File: src/rtl/riscv_pkg.sv
// Shared RV32I core definitions: writeback result-source encodings and
// load funct3 codes used by the writeback stage and its load extractor.
package riscv_pkg;

  // Writeback result source. 2'b11 is reserved and selects the ALU result.
  typedef enum logic [1:0] {
    RES_ALU = 2'b00,
    RES_MEM = 2'b01,
    RES_PC4 = 2'b10
  } result_src_e;

  // Load width / sign encodings (funct3 of the LOAD opcode).
  localparam logic [2:0] F3_LB  = 3'b000;
  localparam logic [2:0] F3_LH  = 3'b001;
  localparam logic [2:0] F3_LW  = 3'b010;
  localparam logic [2:0] F3_LBU = 3'b100;
  localparam logic [2:0] F3_LHU = 3'b101;

endpackage

File: src/rtl/writeback_stage_load_extract.sv
// load_extract: combinational sub-word load alignment and extension.
// Ports:
//   funct3     in  3   load width/sign (lb, lh, lw, lbu, lhu; others act as lw)
//   off        in  2   byte offset within the word (address bits [1:0])
//   word       in  32  raw aligned data-memory word
//   data       out 32  aligned, sign- or zero-extended load value
//   misaligned out 1   access is not naturally aligned for its width
module load_extract
  import riscv_pkg::*;
(
  input  logic [2:0]  funct3,
  input  logic [1:0]  off,
  input  logic [31:0] word,
  output logic [31:0] data,
  output logic        misaligned
);

  logic [7:0]  w_byte;
  logic [15:0] w_half;

  always_comb begin
    w_byte = '0;
    case (off)
      2'd0:    w_byte = word[7:0];
      2'd1:    w_byte = word[15:8];
      2'd2:    w_byte = word[23:16];
      default: w_byte = word[31:24];
    endcase
  end

  assign w_half = off[1] ? word[31:16] : word[15:0];

  always_comb begin
    data       = word;
    misaligned = 1'b0;
    case (funct3)
      F3_LB:  data = {{24{w_byte[7]}}, w_byte};
      F3_LBU: data = {24'd0, w_byte};
      F3_LH: begin
        data       = {{16{w_half[15]}}, w_half};
        misaligned = off[0];
      end
      F3_LHU: begin
        data       = {16'd0, w_half};
        misaligned = off[0];
      end
      default: begin
        // lw and any undefined encoding: full word
        data       = word;
        misaligned = |off;
      end
    endcase
  end

endmodule

File: src/rtl/writeback_stage.sv
// writeback_stage: MEM/WB pipeline register and register-file write driver.
// Captures the MEM-stage bundle, selects ALU / load / PC+4 result, aligns
// sub-word loads, flags misaligned loads and counts retired instructions.
// Ports:
//   clk, reset (async active-low)
//   valid_m, regwrite_m, result_src_m, funct3_m, rd_m,
//   alu_result_m, read_data_m, pc_plus_4_m     MEM-stage bundle
//   stall_w, flush_w                           WB register hold / bubble
//   writeback_control, rd, writeback_data      register-file write port
//   misaligned_load                            WB holds a misaligned load
//   instret                                    retired-instruction counter
// All outputs depend only on WB state.
module writeback_stage #(
  parameter int unsigned XLEN  = 32,
  parameter int unsigned CNT_W = 64
) (
  input  logic             clk,
  input  logic             reset,
  input  logic             valid_m,
  input  logic             regwrite_m,
  input  logic [1:0]       result_src_m,
  input  logic [2:0]       funct3_m,
  input  logic [4:0]       rd_m,
  input  logic [XLEN-1:0]  alu_result_m,
  input  logic [XLEN-1:0]  read_data_m,
  input  logic [XLEN-1:0]  pc_plus_4_m,
  input  logic             stall_w,
  input  logic             flush_w,
  output logic             writeback_control,
  output logic [4:0]       rd,
  output logic [XLEN-1:0]  writeback_data,
  output logic             misaligned_load,
  output logic [CNT_W-1:0] instret
);

  import riscv_pkg::*;

  logic             r_valid_w;
  logic             r_regwrite_w;
  logic [1:0]       r_result_src_w;
  logic [2:0]       r_funct3_w;
  logic [4:0]       r_rd_w;
  logic [XLEN-1:0]  r_alu_result_w;
  logic [XLEN-1:0]  r_read_data_w;
  logic [XLEN-1:0]  r_pc_plus_4_w;
  logic [CNT_W-1:0] r_instret;

  logic [XLEN-1:0]  w_load_data;
  logic             w_load_misaligned;
  logic             w_is_load;
  logic             w_retire;

  load_extract u_load_extract (
    .funct3     (r_funct3_w),
    .off        (r_alu_result_w[1:0]),
    .word       (r_read_data_w),
    .data       (w_load_data),
    .misaligned (w_load_misaligned)
  );

  assign w_is_load = (r_result_src_w == RES_MEM);

  // The resident instruction leaves WB whenever the register advances;
  // a flush overrides a stall, so it retires even when both are high.
  assign w_retire = r_valid_w & (flush_w | ~stall_w) & ~misaligned_load;

  always_ff @(posedge clk or negedge reset) begin
    if (!reset) begin
      r_valid_w      <= '0;
      r_regwrite_w   <= '0;
      r_result_src_w <= '0;
      r_funct3_w     <= '0;
      r_rd_w         <= '0;
      r_alu_result_w <= '0;
      r_read_data_w  <= '0;
      r_pc_plus_4_w  <= '0;
      r_instret      <= '0;
    end else begin
      if (flush_w) begin
        r_valid_w    <= 1'b0;
        r_regwrite_w <= 1'b0;
      end else if (!stall_w) begin
        r_valid_w      <= valid_m;
        r_regwrite_w   <= regwrite_m;
        r_result_src_w <= result_src_m;
        r_funct3_w     <= funct3_m;
        r_rd_w         <= rd_m;
        r_alu_result_w <= alu_result_m;
        r_read_data_w  <= read_data_m;
        r_pc_plus_4_w  <= pc_plus_4_m;
      end
      if (w_retire) begin
        r_instret <= r_instret + CNT_W'(1);
      end
    end
  end

  always_comb begin
    writeback_data = r_alu_result_w;
    case (r_result_src_w)
      RES_MEM: writeback_data = w_load_data;
      RES_PC4: writeback_data = r_pc_plus_4_w;
      default: writeback_data = r_alu_result_w;
    endcase
  end

  assign misaligned_load   = r_valid_w & w_is_load & w_load_misaligned;
  assign writeback_control = r_valid_w & r_regwrite_w & (r_rd_w != 5'd0)
                           & ~misaligned_load;
  assign rd                = r_rd_w;
  assign instret           = r_instret;

endmodule

File: config.mk
export PLATFORM = sky130hd
export DESIGN_NAME = writeback_stage
export DESIGN_NICKNAME = d
export VERILOG_FILES = /design/src/rtl/riscv_pkg.sv /design/src/rtl/writeback_stage_load_extract.sv /design/src/rtl/writeback_stage.sv
export SDC_FILE = /design/constraint.sdc
export NUM_CORES = 1
export LEC_CHECK = 0
export CAP_MARGIN = 5
export CORE_ASPECT_RATIO = 0.8
export CORE_UTILIZATION = 46
export DETAILED_ROUTE_END_ITERATION = 16
export PLACE_DENSITY = 0.76
export SKIP_LAST_GASP = 1
export SYNTH_ARGS = -nofsm -noshare
export SYNTH_HDL_FRONTEND = slang
export SYNTH_HIERARCHICAL = 1
export SYNTH_SLANG_ARGS = --single-unit
File: constraint.sdc
create_clock -name clk -period 3.15 [get_ports clk]
set_input_delay 0.315 -clock clk [delete_from_list [all_inputs] [get_ports clk]]
set_output_delay 0.315 -clock clk [all_outputs]
set_load 0.05 [all_outputs]
== Word level (Yosys, flattened, before mapping) ==
Index checks and enable logic that the tools add are counted.

* $add $sub $neg: 1
* Equality and inequality tests: 8
* Muxes and demuxes: 9
* Bitwise operators: 11
* Reduce and logical (&&, ||, !) cells: 7

{| class="wikitable"
|+ Operators by type and width
! cell !! count
|-
| one-hot mux 32 bit (4 select lines) || 1
|-
| adder 64 x 1 -> 64 bit (second input constant) || 1
|-
| one-hot mux 32 bit (2 select lines) || 1
|-
| one-hot mux 8 bit (3 select lines) || 1
|-
| 2-to-1 mux 16 bit || 1
|-
| bitwise AND 1 bit || 7
|-
| == test 3 bit (second input constant) || 2
|-
| OR reduction 2 bit || 3
|-
| nonzero test 5 bit || 1
|-
| == test 2 x 1 -> 1 bit (second input constant) || 2
|-
| == test 2 bit (second input constant) || 2
|-
| 2-to-1 mux 1 bit || 4
|-
| == test 3 x 1 -> 1 bit (second input constant) || 1
|-
| logical NOT 3 bit || 1
|-
| NOT 1 bit || 3
|-
| logical NOT 2 bit || 1
|-
| inequality test 2 x 1 -> 1 bit (second input constant) || 1
|-
| one-hot mux 1 bit (2 select lines) || 1
|-
| AND reduction 2 bit || 1
|-
| bitwise OR 1 bit || 1
|}

* Register bits: 172
* Output and inout bits: 103
* Logic and storage cells: 45

== Depth between registers and ports, before layout ==
* Depth after elaboration: 6
* Gate-level depth with buffers: 10
* Mapped depth without buffers: 7

== Cells and area by module ==
Netlist, hierarchy kept.

{| class="wikitable"
|+ By module, submodules not included
! module !! times used !! cells each !! area each (µm²)
|-
| writeback_stage || 1 || 627 || 7636.1
|-
| load_extract || 1 || 107 || 799.5
|}

== Worst setup path after synthesis ==
OpenSTA, ideal clock, no wires.

* Kind: reg2out
* From: reg r_funct3_w[1]
* To: out writeback_data[2]
* Arrival time: 2.463 ns
* Required time: 2.835 ns
* Path slack: 0.372 ns
* Stages on the path, launching flop included: 8
* Cells stage by stage: dfrtp_1 -> buf_2 -> inv_1 -> clkbuf_1 -> a21oi_1 -> a311oi_1 -> a22oi_1 -> o21ai_0

* Cells in the longest elaborated chain, start to end: 3
* Elaborated cells between the ends (all ways): 6
* Those cells by class: eq/ne: 3; mux: 2; reduce/logical: 1

{| class="wikitable"
|+ Ends and longest elaborated chain
! item !! line !! RTL
|-
| start: declaration || writeback_stage.sv:41 || <nowiki>logic [2:0] r_funct3_w;</nowiki>
|-
| start signal: assignment || writeback_stage.sv:86 || <nowiki>r_funct3_w <= funct3_m;</nowiki>
|-
| == test 3 bit, or another cell as far along || writeback_stage_load_extract.sv:36 || <nowiki>case (funct3)</nowiki>
|-
| one-hot mux 32 bit (4 select lines) (*) || writeback_stage_load_extract.sv:36 ||
|-
| named net w_load_data[2] || writeback_stage.sv:48 || <nowiki>logic [XLEN-1:0] w_load_data;</nowiki>
|-
| one-hot mux 32 bit (2 select lines) (*) || writeback_stage.sv:100 || <nowiki>case (r_result_src_w)</nowiki>
|-
| end: declaration || writeback_stage.sv:31 || <nowiki>output logic [XLEN-1:0] writeback_data,</nowiki>
|}

Mark *: on every way through the listed nets, which the timed path passes. The rest lies on a longest branch.

== Worst setup path in the final report ==
* From: reg r_alu_result_w[1]
* To: out writeback_data[0]

* Cells in the longest elaborated chain, start to end: 4
* Elaborated cells between the ends (all ways): 7
* Those cells by class: eq/ne: 2; mux: 4; reduce/logical: 1

{| class="wikitable"
|+ Ends and longest elaborated chain
! item !! line !! RTL
|-
| start: declaration || writeback_stage.sv:43 || <nowiki>logic [XLEN-1:0] r_alu_result_w;</nowiki>
|-
| start signal: assignment || writeback_stage.sv:88 || <nowiki>r_alu_result_w <= alu_result_m;</nowiki>
|-
| == test 2 bit, or another cell as far along || writeback_stage_load_extract.sv:23 || <nowiki>case (off)</nowiki>
|-
| one-hot mux 8 bit (3 select lines) || writeback_stage_load_extract.sv:23 ||
|-
| one-hot mux 32 bit (4 select lines) (*) || writeback_stage_load_extract.sv:36 ||
|-
| named net w_load_data[0] || writeback_stage.sv:48 ||
|-
| one-hot mux 32 bit (2 select lines) (*) || writeback_stage.sv:100 ||
|}

Marks and branches as above.

==> impl_metrics.json <==
{
  "postPlaceCellArea_um2": 10900,
  "drt-wirelength-per-cell_um": 19.9,
  "dp_hpwl_um": 17200,
  "final_nets": 1057,
  "die_h_um": 123,
  "ys_seq_area_share_pct": 51.0,
  "num_rows": 43,
  "grt_use_total_pct": 26.0,
  "final_cell_mix": "180 x clkdlybuf4s50_1, 170 x dfrtp_1, 106 x mux2_2",
  "synthArstFlopShare_pct": 100,
  "worst_slew_pin_slew_ns": 0.650,
  "r2r_cells": 9,
  "worstSetupStartpoint": "r_alu_result_w[1]",
  "dr.pass1.iters": 5,
  "cts.sinks": 172,
  "cts-root-buf": "clkbuf_16",
  "cts_buffers": 17,
  "syn_to_final_growth_pct": 36.9,
  "grt_pass1_wl_um": 37100,
  "synth_fp_nets": 849,
  "max_clock_freq_mhz": 326,
  "h-tree-depth": 4,
  "io_pins": 215,
  "drive_gt1_share_pct": 21.4,
  "gp_congestion": 0.901,
  "yosys.cell_types.count": 44,
  "required_ns": 2.83,
  "ys.flop_type": "dfrtp_1",
  "worstHoldPathType": "in2async",
  "endpoint_kind": "output port",
  "layout.cells.most_common": "clkdlybuf4s50_1",
  "vias_per_cell": 5.65,
  "wl_um": 23500,
  "setup_viol": 0,
  "synthCells": 734,
  "p_leak_nw": 4.88,
  "ys_warn_count": 6,
  "slew_headroom_pct": 56.7,
  "grt_pass1_vias": 6538,
  "drc": 0,
  "core_um2": 17600,
  "crit_path_end": "writeback_data[0]",
  "r2r_start": "r_alu_result_w[0]",
  "grt_max_degree": 75,
  "min_period_over_period_pct": 97.3,
  "vias": 6678,
  "rr_endpoint": "instret[58]",
  "setup_ws_ns": 0.0839,
  "synth-seq-cells": 172,
  "final-hold-violation-count": 0,
  "r2r_setup_slack_ns": 0.52,
  "final.setup.tns_ns": 0,
  "dieArea_um2": 18900,
  "initial_core_util_pct": 47.8,
  "status": "finished clean",
  "setup.worst_path.start_class": "flop",
  "rsz0062_at_grt": "false",
  "chipWidth_um": 153,
  "power_density_nw_per_um2": 601,
  "post-route-min-period_ns": 3.07,
  "clock_path_buffers": 2,
  "cp_max_fo": 16,
  "drv_slew": 0,
  "portBuffers": 214,
  "post-route-util_pct": 65.4,
  "clk_pin_slew_ns": 0.07,
  "place_ws_ns": 0.440,
  "fin_area_um2": 11500,
  "synth-edff-count": 0,
  "antenna_found_initial": 0,
  "drtAntennaViolNets": 0,
  "maxCapViolations": 0,
  "fin_worst_skew_ns": 0.0157,
  "drt_iter0_markers": 483,
  "synth_area_um2": 8440,
  "criticalPathCategory": "reg2out",
  "clk_latency_ns": 0.44,
  "max-vdd-ir-drop_mv": 0.328,
  "cp_data_arrival_time_ns": 2.75,
  "gr-total-overflow": 0,
  "tritoncts": "built",
  "syn_area_per_cell_um2": 11.5
}
[cells in the mapped netlist, types with 4 or more instances]
cell	n	share of area, %
xnor2_1	43	4.5
a22o_1	8	0.83
buf_1	4	0.18
a22oi_1	32	2.8
xor2_1	20	2.1
a21oi_1	9	0.53
nor2b_1	4	0.30
mux4_1	7	2.2
and3_1	12	0.89
inv_1	19	0.85
a311oi_1	8	0.83
nor3_1	15	0.89
dfrtp_1	172	51
nand4_1	28	2.1
mux2_2	106	14
nor2_1	31	1.4
o21ai_0	42	2.5
clkbuf_1	24	1.1
nand2_1	72	3.2
nand3_1	25	1.5
a221o_1	8	0.95
buf_2	7	0.42
[flip-flops by register name, summed over array words and instances, names as in the netlist]
name and flops:
r_pc_plus_4_w 32, r_valid_w 1, instret 64, r_funct3_w 3, r_result_src_w 2, rd 5
r_alu_result_w 32, r_read_data_w 32, r_regwrite_w 1
[cells by family after synthesis]
kind of cell	count (synthesis)	synth area share [%]
muxes	116	16.8
adders and majority gates	3	0.445
DFF	172	51.0
AOI/OAI and AO/OA	109	8.85
xor gates and xnor gates	63	6.54
buffers and inverters	60	3.17
and+or+nand+nor	211	13.1
[report_power, final]
group	internal, mW	total, mW	leakage (nW)	switching [mW]
combinational	0.916	2.15	2.46	1.24
clock	1.19	2.12	0.286	0.933
sequential	2.44	2.67	2.13	0.227
[layout make-up]
cell class              count  area (µm²)
repair buffers            230        2420
multi-input cells         502        3870
diodes                      1        2.50
clock buffers              18         429
clock inverters            14         160
inverters                  19        71.3
fillers                  1412        6100
well taps                 225         282
flip-flops and latches    172        4310
[stage by stage]
step / total power, mW / hold slack, ns / cells
3_3_place_gp: 4.81 / 0.363 / 1146
4_1_cts: 6.99 / 0.459 / 1179
3_5_place_dp: 4.85 / 0.357 / 1146
6_report: 6.94 / 0.450 / 1181
5_1_grt: 7.23 / 0.478 / 1180
2_1_floorplan: 3.92 / 0.0194 / 734
[worst min-delay path by stage]
| stage | start | end | cells after the start |
|---|---|---|---|
| 3_3_place_gp | reset | r_read_data_w[24] | 1 |
| 2_1_floorplan | reset | instret[0] | 0 |
| 6_report | reset | r_read_data_w[22] | 2 |
| 3_5_place_dp | reset | r_read_data_w[2] | 1 |
| 5_1_grt | regwrite_m | r_regwrite_w | 3 |
| 4_1_cts | reset | r_read_data_w[2] | 2 |
[worst max-delay path: stages (launching register included)]
cell and delay (ns):
dfrtp_2 0.52, buf_4 0.22, mux4_1 0.34, nor2_1 0.04
a311oi_1 0.34, a22oi_1 0.13, o21ai_0 0.51, buf_12 0.21
[what timing repair did]
| item | in CTS | in global routing |
|---|---|---|
| setup endpoints to repair | 2 | 11 |
| pin swaps | 0 | 1 |
| hold buffers | 1 | 0 |
| buffers inserted | 0 | 1 |
| endpoints found under the hold margin | 65 | 0 |
| resized for setup | 1 | 2 |
[layer usage]
layer / global-route usage [%] / vias up / routed length [µm]
li1: - / 3079 / -
met1: 39.0 / 3338 / 11500
met2: 37.9 / 229 / 10400
met3: 4.66 / 32 / 1250
met4: 8.50 / 0 / 381
met5: 0 / - / 0
Power figures use the tool's default switching activity.
